### config.mk
export PLATFORM = sky130hd
export DESIGN_NAME = line_buffer_seq_flat
export DESIGN_NICKNAME = d
export VERILOG_FILES = /design/src/rtl/line_buffer_seq_if.sv /design/src/rtl/line_buffer_seq.sv /design/src/flat_wrapper.sv
export SDC_FILE = /design/constraint.sdc
export NUM_CORES = 1
export LEC_CHECK = 0
export CORE_UTILIZATION = 29
export CTS_BUF_LIST = sky130_fd_sc_hd__clkbuf_8
export CTS_CLUSTER_SIZE = 14
export DETAILED_ROUTE_END_ITERATION = 7
export GPL_TIMING_DRIVEN = 0
export SLEW_MARGIN = 40
export SYNTH_ARGS = -nofsm -noshare
export SYNTH_HDL_FRONTEND = slang
export SYNTH_SLANG_ARGS = --single-unit
export TNS_END_PERCENT = 1
### constraint.sdc
create_clock -name clk -period 16.7 [get_ports clk]
set_input_delay 2.505 -clock clk [delete_from_list [all_inputs] [get_ports clk]]
set_output_delay 2.505 -clock clk [all_outputs]
set_load 0.05 [all_outputs]
### src/rtl/line_buffer_seq_if.sv
// Pixel-stream, line-buffer SRAM and column-output signals of line_buffer_seq.
// The slave modport is the sequencer's view; master is the surrounding environment.
interface line_buffer_seq_if #(
    parameter int KER_SIZE = 3,
    parameter int DW       = 32,
    parameter int IMG_W    = 32,
    parameter int AW       = $clog2(IMG_W)
);
    logic                         in_valid;
    logic                         in_ready;
    logic [DW-1:0]                in_data;
    logic                         in_last;

    logic [KER_SIZE-1:0]          sram_wen;
    logic [KER_SIZE-1:0]          sram_ren;
    logic [AW-1:0]                sram_a;
    logic [DW-1:0]                sram_d;
    logic [(KER_SIZE-1)*DW-1:0]   sram_q;

    logic                         out_valid;
    logic                         out_ready;
    logic [KER_SIZE*DW-1:0]       out_data;
    logic                         out_eol;
    logic                         out_last;

    modport slave (
        input  in_valid, in_data, in_last,
        output in_ready,
        output sram_wen, sram_ren, sram_a, sram_d,
        input  sram_q,
        output out_valid, out_data, out_eol, out_last,
        input  out_ready
    );

    modport master (
        output in_valid, in_data, in_last,
        input  in_ready,
        input  sram_wen, sram_ren, sram_a, sram_d,
        output sram_q,
        input  out_valid, out_data, out_eol, out_last,
        output out_ready
    );
endinterface

### src/rtl/line_buffer_seq.sv
// Line-buffer sequencer: writes raster rows round-robin into a KER_SIZE-row SRAM bank
// and emits a KER_SIZE-tall pixel column per input pixel once KER_SIZE-1 rows are stored.
module line_buffer_seq #(
    parameter int KER_SIZE = 3,
    parameter int DW       = 32,
    parameter int IMG_W    = 32,
    parameter int AW       = $clog2(IMG_W)
) (
    input logic           clk,
    input logic           rst,
    line_buffer_seq_if.slave bus
);
    localparam int RW = (KER_SIZE > 1) ? $clog2(KER_SIZE) : 1;
    localparam int OW = KER_SIZE * DW;
    localparam logic [AW-1:0] COL_MAX = AW'(IMG_W - 1);
    localparam logic [RW-1:0] ROW_MAX = RW'(KER_SIZE - 1);

    typedef struct packed {
        logic [OW-1:0] data;
        logic          eol;
        logic          last;
    } entry_t;

    logic [AW-1:0] col;
    logic [RW-1:0] wr_row;
    logic [RW-1:0] filled;

    logic          pend_v;
    logic [DW-1:0] pend_d;
    logic          pend_eol;
    logic          pend_last;

    entry_t        fifo [2];
    logic          rd_ptr;
    logic          wr_ptr;
    logic [1:0]    occ;

    logic          steady;
    logic          fire;
    logic          pop;
    logic          has_data;
    logic [2:0]    credit;
    entry_t        head;

    assign steady   = (filled == ROW_MAX);
    assign has_data = (occ != 2'd0);
    assign pop      = has_data && bus.out_ready;

    // Count the pending entry as already occupying a FIFO slot so it always has room next cycle.
    assign credit       = 3'(occ) + 3'(pend_v) - 3'(pop);
    assign bus.in_ready = (credit < 3'd2);
    assign fire         = bus.in_valid && bus.in_ready;

    always_comb begin
        bus.sram_wen = '0;
        bus.sram_ren = '0;
        if (fire) begin
            bus.sram_wen = KER_SIZE'(1) << wr_row;
            if (steady) begin
                bus.sram_ren = ~(KER_SIZE'(1) << wr_row);
            end
        end
    end

    assign bus.sram_a = col;
    assign bus.sram_d = bus.in_data;

    always_ff @(posedge clk or posedge rst) begin
        if (rst) begin
            col    <= '0;
            wr_row <= '0;
            filled <= '0;
        end else if (fire) begin
            if (bus.in_last) begin
                col    <= '0;
                wr_row <= '0;
                filled <= '0;
            end else if (col == COL_MAX) begin
                col    <= '0;
                wr_row <= (wr_row == ROW_MAX) ? '0 : wr_row + RW'(1);
                if (!steady) begin
                    filled <= filled + RW'(1);
                end
            end else begin
                col <= col + AW'(1);
            end
        end
    end

    // The array only presents q for one cycle after the access, so the pending slot bridges that gap.
    always_ff @(posedge clk or posedge rst) begin
        if (rst) begin
            pend_v    <= 1'b0;
            pend_d    <= '0;
            pend_eol  <= 1'b0;
            pend_last <= 1'b0;
        end else begin
            pend_v <= fire && steady;
            if (fire && steady) begin
                pend_d    <= bus.in_data;
                pend_eol  <= (col == COL_MAX);
                pend_last <= bus.in_last;
            end
        end
    end

    always_ff @(posedge clk or posedge rst) begin
        if (rst) begin
            fifo[0] <= '0;
            fifo[1] <= '0;
            rd_ptr  <= 1'b0;
            wr_ptr  <= 1'b0;
            occ     <= 2'd0;
        end else begin
            if (pend_v) begin
                fifo[wr_ptr].data <= {pend_d, bus.sram_q};
                fifo[wr_ptr].eol  <= pend_eol;
                fifo[wr_ptr].last <= pend_last;
                wr_ptr            <= ~wr_ptr;
            end
            if (pop) begin
                rd_ptr <= ~rd_ptr;
            end
            occ <= occ + 2'(pend_v) - 2'(pop);
        end
    end

    assign head          = fifo[rd_ptr];
    assign bus.out_valid = has_data;
    assign bus.out_data  = has_data ? head.data : '0;
    assign bus.out_eol   = has_data ? head.eol  : 1'b0;
    assign bus.out_last  = has_data ? head.last : 1'b0;
endmodule

### src/flat_wrapper.sv
// flat-port wrapper written by rule: the top's interface ports become plain ports
module line_buffer_seq_flat 
#(
    parameter int KER_SIZE = 3,
    parameter int DW       = 32,
    parameter int IMG_W    = 32,
    parameter int AW       = $clog2(IMG_W)
)
  (clk, rst, bus_in_valid, bus_in_data, bus_in_last, bus_in_ready, bus_sram_wen, bus_sram_ren, bus_sram_a, bus_sram_d, bus_sram_q, bus_out_valid, bus_out_data, bus_out_eol, bus_out_last, bus_out_ready);
  line_buffer_seq_if #(.KER_SIZE(KER_SIZE), .DW(DW), .IMG_W(IMG_W), .AW(AW)) bus_i ();
  input logic clk;
  input logic rst;
  input wire logic [$bits(bus_i.in_valid)-1:0] bus_in_valid;
  input wire logic [$bits(bus_i.in_data)-1:0] bus_in_data;
  input wire logic [$bits(bus_i.in_last)-1:0] bus_in_last;
  output wire logic [$bits(bus_i.in_ready)-1:0] bus_in_ready;
  output wire logic [$bits(bus_i.sram_wen)-1:0] bus_sram_wen;
  output wire logic [$bits(bus_i.sram_ren)-1:0] bus_sram_ren;
  output wire logic [$bits(bus_i.sram_a)-1:0] bus_sram_a;
  output wire logic [$bits(bus_i.sram_d)-1:0] bus_sram_d;
  input wire logic [$bits(bus_i.sram_q)-1:0] bus_sram_q;
  output wire logic [$bits(bus_i.out_valid)-1:0] bus_out_valid;
  output wire logic [$bits(bus_i.out_data)-1:0] bus_out_data;
  output wire logic [$bits(bus_i.out_eol)-1:0] bus_out_eol;
  output wire logic [$bits(bus_i.out_last)-1:0] bus_out_last;
  input wire logic [$bits(bus_i.out_ready)-1:0] bus_out_ready;
  assign bus_i.in_valid = bus_in_valid;
  assign bus_i.in_data = bus_in_data;
  assign bus_i.in_last = bus_in_last;
  assign bus_in_ready = bus_i.in_ready;
  assign bus_sram_wen = bus_i.sram_wen;
  assign bus_sram_ren = bus_i.sram_ren;
  assign bus_sram_a = bus_i.sram_a;
  assign bus_sram_d = bus_i.sram_d;
  assign bus_i.sram_q = bus_sram_q;
  assign bus_out_valid = bus_i.out_valid;
  assign bus_out_data = bus_i.out_data;
  assign bus_out_eol = bus_i.out_eol;
  assign bus_out_last = bus_i.out_last;
  assign bus_i.out_ready = bus_out_ready;
  line_buffer_seq #(.KER_SIZE(KER_SIZE), .DW(DW), .IMG_W(IMG_W), .AW(AW)) u_core (.clk(clk), .rst(rst), .bus(bus_i));
endmodule
==> impl_metrics.json, run 1 <==
{
  "clk_pin_slew_ps": 60,
  "grt_max_degree": 73,
  "grt_pass1_wl_um": 43000,
  "crit_path_start_kind": "input pin",
  "layout.nets": 1220,
  "relSlewSlack_pct": 52.1,
  "skew_ps": 15.9,
  "syn_to_final_growth_pct": 36.0,
  "ys_seq_area_share_pct": 55.5,
  "gp_congestion": 0.709,
  "ir_worst_vdd_uv": 61.3,
  "drive_gt1_share_pct": 30.4,
  "layout_common_cells": "244 x dfrtp_1, 243 x clkdlybuf4s50_1, 215 x mux2_2",
  "cts_root_buf": "clkbuf_8",
  "h-tree-depth": 2,
  "setup_viol": 0,
  "dieArea_sq_mm": 0.0387,
  "required_ps": 14200,
  "ctsResizeCount": 0,
  "worstHoldStart": "u_core.pend_v",
  "tightest_slew_ps": 717,
  "io_pins": 244,
  "dieWidth_um": 197,
  "drc": 0,
  "synth_flop_cell": "dfrtp_1",
  "leakagePower_nw": 7.20,
  "n_fill_cell": 3601,
  "worstPathMaxFanout": 10,
  "synth_edf_count": 0,
  "crit_start": "bus_out_ready",
  "start_util_pct": 29.8,
  "drt-total-wl_um": 27000,
  "synth.area.top_cells": "dfrtp_1 56%, mux2_2 22%, mux2i_1 8.9%, nor2_1 3.5%, buf_4 2.5%",
  "cts_buffer_depth": 3,
  "port-buffer-count": 243,
  "r2r_start": "u_core.occ[1]",
  "grt.overflow.total": 0,
  "cp.arrival_ps": 5950,
  "gr-usage-met2_pct": 21.7,
  "synth-seq-cells": 244,
  "drtIter0Drc": 278,
  "fin_crit_sh_pct": 50.7,
  "num_vias": 7309,
  "hold_class": "register to register",
  "powerDensity_mw_per_mm2": 124,
  "post-cts-setup-buffers": 0,
  "hold_viol_final": 0,
  "rows": 70,
  "cts_sinks": 244,
  "syn_nets": 927,
  "avgSynthCellArea_sq_um": 13.4,
  "grt_pass1_vias": 7750,
  "layout_commonest_cell": "dfrtp_1",
  "coreArea_sq_mm": 0.0370,
  "drv_slew": 0,
  "use_met3_pct": 4.24,
  "die_height_um": 197,
  "insertion_delay_ps": 570,
  "final_cells": 1648,
  "wire_per_inst_um": 16.4,
  "cts_tree": "done",
  "postCtsHoldBufs": 0,
  "crit_type": "input pin to output port",
  "antenna_found_initial": 1,
  "hpwlAfterDp_um": 18700,
  "rsz0062_at_grt": "false",
  "top_usage_layer": "met2",
  "grt_usage_pct": 14.2,
  "crit_path_end_kind": "output port",
  "tns_ps": 0,
  "synth_warnings": 0,
  "syn-instance-count": 820,
  "drtPass1Iterations": 4,
  "fin_crit_ps": 8460,
  "synth_cell_type_count": 35,
  "grtUsageMet1_pct": 19.1,
  "post-synth-top-area-fraction_pct": 55.5,
  "synthArstFlopShare_pct": 100,
  "cap_violations": 0,
  "numCtsBuffers": 45,
  "yosysTopAreaCell": "dfrtp_1",
  "synth_area_sq_mm": 0.0110,
  "ant_nets": 0,
  "dp.cells": 1570,
  "fmaxAchievable_mhz": 118,
  "via_per_inst": 4.44,
  "status": "finished, final reports clean"
}
-- cells in the mapped netlist, types with 3 or more instances --
cell	number
o21ai_0	9
nor2_1	102
o211ai_1	4
mux2i_1	98
nand2b_1	6
clkbuf_1	10
mux2_2	215
inv_1	9
mux2_1	16
dfrtp_1	244
or3_1	3
buf_4	37
buf_2	32
ha_1	5
nand2_1	4
-- flip-flops by register name (all words and copies together) (netlist names) --
signal	cells
u_core.filled	2
u_core.pend_d	32
u_core.occ	2
u_core.pend_last	1
u_core.pend_v	1
u_core.rd_ptr	1
u_core.bus.sram_a	5
u_core.fifo	196
u_core.pend_eol	1
u_core.wr_ptr	1
u_core.wr_row	2
-- layer usage --
metal	wire, um	part of all wire (%)
met3	1790	6.6
met1	12600	47
met5	12	0.045
met4	572	2.1
met2	12000	45
-- through the flow --
step | instance area, sq um | hold WS [ps] | power, W | utilization (%) | setup slack [ps]
final | 15000 | 497 | 0.00185 | 40.5 | 8240
after floorplan | 11000 | 460 | 0.00111 | - | 7490
after global placement | 14100 | 468 | 0.00136 | 38.0 | 4040
after global routing | 14900 | 508 | 0.00195 | 40.4 | 8020
after detailed placement | 14200 | 482 | 0.00137 | 38.3 | 8240
after CTS | 14900 | 494 | 0.00189 | 40.4 | 8210
-- worst paths after layout --
path / cells past startpoint / slack (ps) / endpoint
worst min register to register: 1 / 500 / u_core.wr_ptr
worst max register to register: 12 / 13110 / u_core.bus.sram_a[0]
max in group asynchronous: 4 / 13270 / u_core.fifo[82]
worst min-delay path: 1 / 500 / u_core.wr_ptr
min in group asynchronous: 2 / 2380 / u_core.fifo[36]
worst max-delay path: 12 / 8240 / bus_sram_wen[2]
-- kinds of logic (layout without fill, tap and decap cells) --
| logic type | after synthesis | in the layout | share of synthesized area (%) |
|---|---|---|---|
| AOI/OAI and AO/OA | 18 | 18 | 1.06 |
| xor gates and xnor gates | 3 | 3 | 0.239 |
| adders and majority gates | 6 | 6 | 0.751 |
| buffers and inverters | 90 | 413 | 4.84 |
| DFF | 244 | 244 | 55.5 |
| muxes | 329 | 329 | 32.6 |
| other | 0 | 1 | 0 |
| and+or+nand+nor | 130 | 130 | 5.02 |
-- worst max-delay path, stage by stage --
cell	delay (ps)
clkdlybuf4s50_1	400
and2_1	160
ha_1	270
inv_1	40
ha_1	180
fa_1	510
nand2b_1	170
clkbuf_1	210
or2_1	280
buf_2	200
nor3b_1	200
clkdlybuf4s50_1	830
-- layout make-up --
type | instances | area [sq um] | share of cell area, %
antenna | 1 | 2.50 | 0.0167
tap | 504 | 631 | 4.22
timing repair buffer | 246 | 2510 | 16.8
buffer | 81 | 498 | 3.33
clock buffer | 50 | 688 | 4.60
sequential | 244 | 6110 | 40.8
clock inverter | 27 | 108 | 0.720
multi-input combinational | 486 | 4360 | 29.2
inverter | 9 | 41.3 | 0.276
-- power breakdown --
group          total (W)  switching [W]  internal [W]
Clock           0.000513       0.000243      0.000271
Combinational   0.000722       0.000478      0.000244
Sequential      0.000619      0.0000108      0.000608
No activity file was read; power rests on OpenSTA's default activity.
==> inputs of run 2 (changes only) <==
==> constraint.sdc (replaced) <==
create_clock -name clk -period 8.04 [get_ports clk]
set_input_delay 1.206 -clock clk [delete_from_list [all_inputs] [get_ports clk]]
set_output_delay 1.206 -clock clk [all_outputs]
set_load 0.05 [all_outputs]
==> results of run 2 <==
The final DEF is identical to that of run 1. Status: finished, final reports clean.
Main changes from that run: setup slack after placement 8240 ps -> 2180 ps; setup slack after layout 8240 ps -> 2040 ps; start point of the critical path bus_out_ready -> u_core.occ[1]; register-to-register setup slack 13110 ps -> 4450 ps; total power 0.00185 W -> 0.00385 W; worst IR drop on VDD 61.3 uV -> 127 uV
==> inputs of run 3 (changes only) <==
==> constraint.sdc (replaced) <==
create_clock -name clk -period 5.6 [get_ports clk]
set_input_delay 0.84 -clock clk [delete_from_list [all_inputs] [get_ports clk]]
set_output_delay 0.84 -clock clk [all_outputs]
set_load 0.05 [all_outputs]
==> run 3 against run 2 <==
Utilization increased by 0.99 points; total power up 50%; clock-buffer cell count up 7; hold slack better by 4.4 ps; cell count is 0.85% higher; critical path depth did not move; setup slack got worse by 1800 ps; non-clock buffer count increased by 9; die area did not move; largest power group unchanged; combinational power increased by 45%; cell area increased by 2.4%; clock power grew 64%; critical endpoint is now bus_sram_wen[1].
==> impl_metrics.json, run 3 (synthesis results as in run 1) <==
{
  "status": "finished, final reports clean",
  "hold_class": "register to register",
  "drc": 0,
  "n_fill_cell": 3567,
  "layout.nets": 1231,
  "via_per_inst": 4.45,
  "powerDensity_mw_per_mm2": 378,
  "p_total_w": 0.00579,
  "cts_tree": "done",
  "io_pins": 244,
  "h-tree-depth": 2,
  "cap_violations": 0,
  "multi_input_area_sq_mm": 0.00437,
  "register_area_sq_mm": 0.00611,
  "gp_congestion": 0.723,
  "die_height_um": 197,
  "num_vias": 7396,
  "layout_common_cells": "244 x dfrtp_1, 241 x clkdlybuf4s50_1, 215 x mux2_2",
  "worstPathMaxFanout": 10,
  "grt_usage_pct": 14.5,
  "drive_gt1_share_pct": 32.2,
  "drt-total-wl_um": 27500,
  "hold_viol_final": 0,
  "clk_pin_slew_ps": 60,
  "setup_viol": 0,
  "crit_type": "register to output port",
  "post-cts-setup-buffers": 0,
  "port-buffer-count": 243,
  "skew_ps": 33.6,
  "rsz0062_at_grt": "true",
  "drv_slew": 0,
  "numCtsBuffers": 47,
  "coreArea_sq_mm": 0.0370,
  "fmaxAchievable_mhz": 187,
  "fin_crit_ps": 5360,
  "cts_root_buf": "clkbuf_8",
  "tightest_slew_ps": 595,
  "start_util_pct": 29.8,
  "ir_worst_vdd_uv": 266,
  "drtIter0Drc": 208,
  "crit_path_end_kind": "output port",
  "layout_commonest_cell": "dfrtp_1",
  "finish.utilization_pct": 41.4,
  "required_ps": 4760,
  "fin_crit_sh_pct": 95.7,
  "dieWidth_um": 197,
  "rows": 70,
  "cts_buffer_depth": 3,
  "antenna_found_initial": 2,
  "relSlewSlack_pct": 60.3,
  "cts_sinks": 244,
  "tns_ps": 0,
  "regToRegSetupSlack_ps": 2200,
  "grt_pass1_vias": 7882,
  "crit_start": "u_core.occ[1]",
  "cp.arrival_ps": 4520,
  "dieArea_sq_mm": 0.0387,
  "postCtsHoldBufs": 0,
  "wire_per_inst_um": 16.5,
  "ant_nets": 0,
  "whs_ps": 502,
  "drtPass1Iterations": 4,
  "insertion_delay_ps": 590,
  "hpwlAfterDp_um": 19200,
  "endpoint": "bus_sram_wen[1]",
  "grt.overflow.total": 0,
  "r2r-end": "u_core.bus.sram_a[0]",
  "rr_worst_depth": 12,
  "syn_to_final_growth_pct": 39.3,
  "regMostFlops": "u_core.fifo",
  "largest_reg_flops": 196,
  "crit_path_start_kind": "register",
  "final_area_sq_mm": 0.0153,
  "placed_area_sq_mm": 0.0144,
  "leakagePower_nw": 7.35,
  "r2r_start": "u_core.occ[1]",
  "grt_max_degree": 26,
  "whs_path_depth": 1,
  "grt_pass1_wl_um": 43700
}
-- run 3: changes by cell type in the layout (fill, tap and decap cells not counted), moves of 2 or more --
cell	delta
inv_1	-11
clkbuf_8	+7
clkinv_2	+6
buf_12	+5
buf_16	+4
bufinv_16	+2
clkdlybuf4s50_1	-2
clkinvlp_4	+2
-- run 3: layer usage --
metal	up-vias	share of wire, %	global-route usage [%]	wire length, um
li1	3436	-	-	-
met1	3681	46	19.4	12700
met2	219	45	22.3	12300
met3	58	6.5	3.76	1780
met4	2	2.7	6.06	752
met5	-	0.040	0	11
-- run 3: worst min path at each step --
stage                                 from          endpoint  slack (ps)
final                     u_core.fifo[116]  u_core.fifo[116]         500
after CTS                  u_core.fifo[41]   u_core.fifo[41]         510
after detailed placement     u_core.pend_v     u_core.wr_ptr         490
after global placement       u_core.pend_v     u_core.wr_ptr         470
after global routing       u_core.fifo[56]   u_core.fifo[56]         510
after floorplan              u_core.pend_v     u_core.wr_ptr         460
-- run 3: critical path, cell delays in order (launching register included) --
cell and delay (ps):
dfrtp_1 430, nor2_4 380, inv_1 100, and2_1 210, ha_1 280, inv_1 40
ha_1 180, fa_1 520, nand2b_1 180, clkbuf_1 200, or2_1 280, buf_2 200
nor2_1 100, clkdlybuf4s50_1 820
-- run 3: metrics by stage --
stage	std cells	worst slack [ps]
after floorplan	820	655
after global placement	1567	-401
after detailed placement	1579	410
after CTS	1661	28.1
after global routing	1661	-113
final	1662	241
-- run 3: cell type report --
cell class                 count  share of cell area [%]
antenna                        1                  0.0163
clock inverter                25                    1.07
clock buffer                  57                    5.12
tap                          504                    4.12
timing repair buffer         255                    17.8
multi-input combinational    486                    28.5
buffer                        81                    3.25
sequential                   244                    39.9
inverter                       9                   0.245
-- run 3: power breakdown --
group          leakage, nW  total [W]  switching (W)  internal [W]
Clock                0.539    0.00176       0.000756       0.00101
Combinational         3.57    0.00217        0.00143      0.000743
Sequential            3.25    0.00185      0.0000379       0.00181
-- run 3: what timing repair did --
action,CTS,global route
pin swaps,1,0
gates resized for setup,1,1
setup endpoints to repair,1,2
